`src/rtl/dm_dma_arbiter.sv`:
```
// Data-memory arbiter: the CPU has absolute priority, and a background DMA copies
// a block one byte at a time (read, then write) during idle memory cycles.
module dm_dma_arbiter #(
    parameter int unsigned AW = 8
) (
    input  logic          clk,
    input  logic          rst_n,
    input  logic          cpu_req,
    input  logic          cpu_we,
    input  logic [AW-1:0] cpu_adr,
    input  logic [7:0]    cpu_din,
    output logic [7:0]    cpu_dout,
    output logic          cpu_gnt,
    input  logic          dma_start,
    input  logic [AW-1:0] dma_src,
    input  logic [AW-1:0] dma_dst,
    input  logic [AW-1:0] dma_len,
    output logic          dma_busy,
    output logic          dma_done,
    output logic [AW-1:0] mem_adr,
    output logic          mem_ren,
    output logic          mem_wen,
    output logic [7:0]    mem_din,
    input  logic [7:0]    mem_dout
);

    typedef enum logic [1:0] {
        IDLE,
        READ,
        WRITE,
        DONE
    } stateT;

    stateT         stateQ;
    stateT         stateD;
    logic [AW-1:0] srcQ;
    logic [AW-1:0] dstQ;
    logic [AW-1:0] lenQ;
    logic [AW-1:0] idxQ;
    logic [7:0]    byteQ;
    logic          lastByte;

    assign lastByte = (idxQ == lenQ - 1'b1);

    always_ff @(posedge clk) begin
        if (!rst_n) begin
            stateQ <= IDLE;
        end else begin
            stateQ <= stateD;
        end
    end

    // Datapath only moves on cycles the CPU leaves the memory alone.
    always_ff @(posedge clk) begin
        if (!rst_n) begin
            srcQ  <= '0;
            dstQ  <= '0;
            lenQ  <= '0;
            idxQ  <= '0;
            byteQ <= '0;
        end else begin
            case (stateQ)
                IDLE: begin
                    if (dma_start) begin
                        srcQ <= dma_src;
                        dstQ <= dma_dst;
                        lenQ <= dma_len;
                        idxQ <= '0;
                    end
                end
                READ: begin
                    if (!cpu_req) begin
                        byteQ <= mem_dout;
                    end
                end
                WRITE: begin
                    if (!cpu_req) begin
                        idxQ <= idxQ + 1'b1;
                    end
                end
                default: ;
            endcase
        end
    end

    always_comb begin
        stateD = stateQ;
        case (stateQ)
            IDLE: begin
                if (dma_start) begin
                    stateD = (dma_len != '0) ? READ : DONE;
                end
            end
            READ: begin
                if (!cpu_req) begin
                    stateD = WRITE;
                end
            end
            WRITE: begin
                if (!cpu_req) begin
                    stateD = lastByte ? DONE : READ;
                end
            end
            DONE: begin
                stateD = IDLE;
            end
            default: stateD = IDLE;
        endcase
    end

    always_comb begin
        cpu_gnt  = cpu_req;
        cpu_dout = (cpu_req && !cpu_we) ? mem_dout : 8'h00;
        dma_busy = (stateQ == READ) || (stateQ == WRITE);
        dma_done = (stateQ == DONE);
        mem_adr  = '0;
        mem_ren  = 1'b0;
        mem_wen  = 1'b0;
        mem_din  = '0;
        if (cpu_req) begin
            mem_adr = cpu_adr;
            mem_wen = cpu_we;
            mem_ren = !cpu_we;
            mem_din = cpu_din;
        end else if (stateQ == READ) begin
            mem_adr = srcQ + idxQ;
            mem_ren = 1'b1;
        end else if (stateQ == WRITE) begin
            mem_adr = dstQ + idxQ;
            mem_wen = 1'b1;
            mem_din = byteQ;
        end
    end

endmodule

```
`config.mk`:
```
export PLATFORM = sky130hd
export DESIGN_NAME = dm_dma_arbiter
export DESIGN_NICKNAME = d
export VERILOG_FILES = /design/src/rtl/dm_dma_arbiter.sv
export SDC_FILE = /design/constraint.sdc
export NUM_CORES = 1
export LEC_CHECK = 0
export CAP_MARGIN = 20
export CORE_MARGIN = 4
export CORE_UTILIZATION = 43
export CTS_BUF_LIST = sky130_fd_sc_hd__clkbuf_8
export CTS_CLUSTER_SIZE = 30
export DETAILED_ROUTE_END_ITERATION = 6
export PLACE_DENSITY = 0.73
export SYNTH_ARGS = -nofsm -noshare
export SYNTH_HDL_FRONTEND = slang
export SYNTH_SLANG_ARGS = --single-unit
```
`constraint.sdc`:
```
create_clock -name clk -period 5.2 [get_ports clk]
set_input_delay 0.52 -clock clk [delete_from_list [all_inputs] [get_ports clk]]
set_output_delay 0.52 -clock clk [all_outputs]
set_load 0.05 [all_outputs]
```
==> key figures <==
Logic synthesis
  – Syn Area/Cell: 7.54 sq um
  – EDFF count, synth: 0
  – Asr flop ratio synth: 0%
  – Synth top area share: 29.6%
  – Cells after Synth: 377
  – Register area share after synthesis: 29.6%
  – Synthesized area: 0.00284 sq mm
  – Synthesized Nets: 452
  – Post-synth top flop: dfxtp_1
  – YS warnings: 0
  – Synth unique cells: 52
  – Yosys top cell by area: dfxtp_1
  – Yosys reg bits: 42
  – Area contributors post-synth: dfxtp_1, nand2_1, ha_1

Timing
  – Final setup violation count: 0
  – Rel. slew slack: 38.2%
  – Final Hold Fails: 0
  – Min cycle time layout: 3.83 ns
  – Crit share post-route: 73.6%
  – Clock Skews: 0.00343 ns
  – Setup ws final: 1.37 ns
  – RSZ-0062 raised after global routing: no
  – Setup TNS: 0 ns
  – Minimum hold slack: 0.461 ns
  – Final Max Slew Viols: 0
  – Actual slew at the worst max-slew pin: 0.925 ns
  – Max Clk Rate: 261 MHz

Floorplanning
  – Die W: 89.3 microns
  – Core footprint: 0.00639 sq mm
  – Die area: 0.00798 sq mm
  – Initial Util: 44.5%
  – FP Rows: 29
  – Chip height: 89.3 microns
  – # IOs: 82

Routing
  – Aggregate routed wire length: 7550 microns
  – Post-route ant nets: 0
  – Vias per std cell: 5.30
  – Average wire per standard cell: 14.3 microns
  – Drt drc: 0
  – DR vias: 2795
  – Initial DRC Count: 136
  – First-pass DRT Iterations: 4

Power and ir drop
  – LEAKAGE: 1.52 nW
  – Peak supply drop: 239 uV
  – Power Dens Cells: 337 mW/mm^2
  – Overall Power: 1.28 mW

Layout
  – Fillers: 591
  – Fin util: 59.7%
  – Most common cell after layout, fill and taps aside: nand2_1
  – Synthesis-to-finish area growth: 34.1%
  – Most frequent cells in the layout: nand2_1, clkdlybuf4s50_1, dfxtp_1
  – Ant. Diodes: 0
  – Layout cell share with drive strength beyond 1: 4.00%
  – Nets@finish: 524

Critical path
  – WP data arrival: 3.31 ns
  – Flop2flop setup slack: 2.93 ns
  – Crit start category: flip-flop
  – Kind of critical path: flip-flop to output pin
  – CP endpoint kind: output pin
  – Critical path required time: 4.68 ns
  – Worst-path fanout max: 15

Clock tree
  – Skew-Pair Late Insertion Delay: 0.30 ns
  – Max Root-Sink Buffers: 2
  – TritonCTS Buffers: 5
  – CTS tree: yes
  – Setup Fix Bufs, Post-CTS: 0
  – Hold buffers post-CTS: 0
  – CTS Sinks: 42
  – CTS root buffer: clkbuf_8
  – Clock transition at the registers of the reported paths: 0.08 ns
  – H-tree levels: 2
  – CTS resizes: 0

Placement
  – Final HPWL DP: 5600 microns
  – Pre-CTS WS: 1.67 ns
  – IO buf count: 81
  – Global placer's final weighted congestion: 0.850

Outcome
  – Outcome: finished, final reports clean

Global route
  – Initial antenna violation count: 0
  – GRT Overall Usage: 19.3%
  – GR Overflow Total: 0
  – First-pass GRT wire length: 12000 microns
  – Largest net degree at the start of global routing: 36
  – Vias in the first global route: 2505

Flow run
  – # Max-Cap Violations: 0

Worst hold path
  – Hold WC Path Type: flip-flop to flip-flop
==> worst paths after layout <==
kind,from,to,cells after the start
min reg2reg,dstQ[4]$_SDFFE_PN0P_,dstQ[4]$_SDFFE_PN0P_,2
min,dstQ[4]$_SDFFE_PN0P_,dstQ[4]$_SDFFE_PN0P_,2
max reg2reg,stateQ[1]$_SDFFE_PN0P_,idxQ[6]$_SDFFE_PN0P_,5
max,stateQ[0]$_SDFFE_PN0P_,mem_adr[2],6
==> Yosys cell counts, types with 4 or more instances <==
library cell and n:
a21oi_1 38, nand3_1 7, nand2_1 91, dfxtp_1 42, and2_1 10, ha_1 20
and3_1 5, o21ai_1 18, a21o_1 4, mux2_1 4, nor3_1 4, nor2_1 20
xor2_1 10, a31oi_1 4, a211oi_1 7, inv_1 10, clkbuf_1 12, o21ai_0 6
nor2b_1 5, xnor2_1 12
==> kinds of logic (layout without fill, tap and decap cells) <==
group	count (synthesis)	after routing	share of synthesized area, %
xor gates and xnor gates	22	22	6.78
DFF	42	42	29.6
muxes	6	6	2.38
AOI/OAI and AO/OA	98	98	21.1
and+or+nand+nor	158	158	25.6
adders and majority gates	22	22	10.2
buffers and inverters	29	102	4.36
==> stage by stage <==
step / cell area [sq um] / instances
3_5_place_dp: 3670 / 518
2_1_floorplan: 2840 / 377
3_3_place_gp: 3670 / 518
4_1_cts: 3780 / 526
6_report: 3810 / 527
5_1_grt: 3810 / 527
==> flip-flops by register name, summed over array words and instances (netlist names) <==
| signal | flops |
|---|---|
| byteQ | 8 |
| lenQ | 8 |
| dstQ | 8 |
| srcQ | 8 |
| stateQ | 2 |
| idxQ | 8 |
==> worst max-delay path, stage by stage (launching register included) <==
cell and delay [ns]:
dfxtp_1 0.33, inv_1 0.09, ha_1 0.51, nor2b_1 0.81, a221oi_1 0.23, a21oi_1 0.19
clkdlybuf4s50_1 0.84
==> where the power goes <==
group	internal, mW	leakage, nW	total [mW]	switching [mW]
logic	0.232	1.12	0.613	0.381
registers	0.373	0.343	0.415	0.0424
clock network	0.141	0.0579	0.257	0.115
total	0.746	1.52	1.28	0.539
==> layout make-up <==
class | count | area [sq um] | area share, %
Sequential cell | 42 | 841 | 22.1
Timing Repair Buffer | 83 | 846 | 22.2
Tap cell | 77 | 96.3 | 2.53
Inverter | 11 | 41.3 | 1.08
Multi-Input combinational cell | 306 | 1880 | 49.3
Clock buffer | 5 | 68.8 | 1.81
Clock inverter | 3 | 40.0 | 1.05
==> metal layers <==
layer | track usage (%) | wire [microns] | vias to the layer above
met3 | 3.50 | 580 | 8
met1 | 25.6 | 3450 | 1251
li1 | - | - | 1455
met5 | 0 | 0 | -
met2 | 32.5 | 3420 | 81
met4 | 4.87 | 94 | 0
Note: power is estimated with default switching activity, not from simulation.
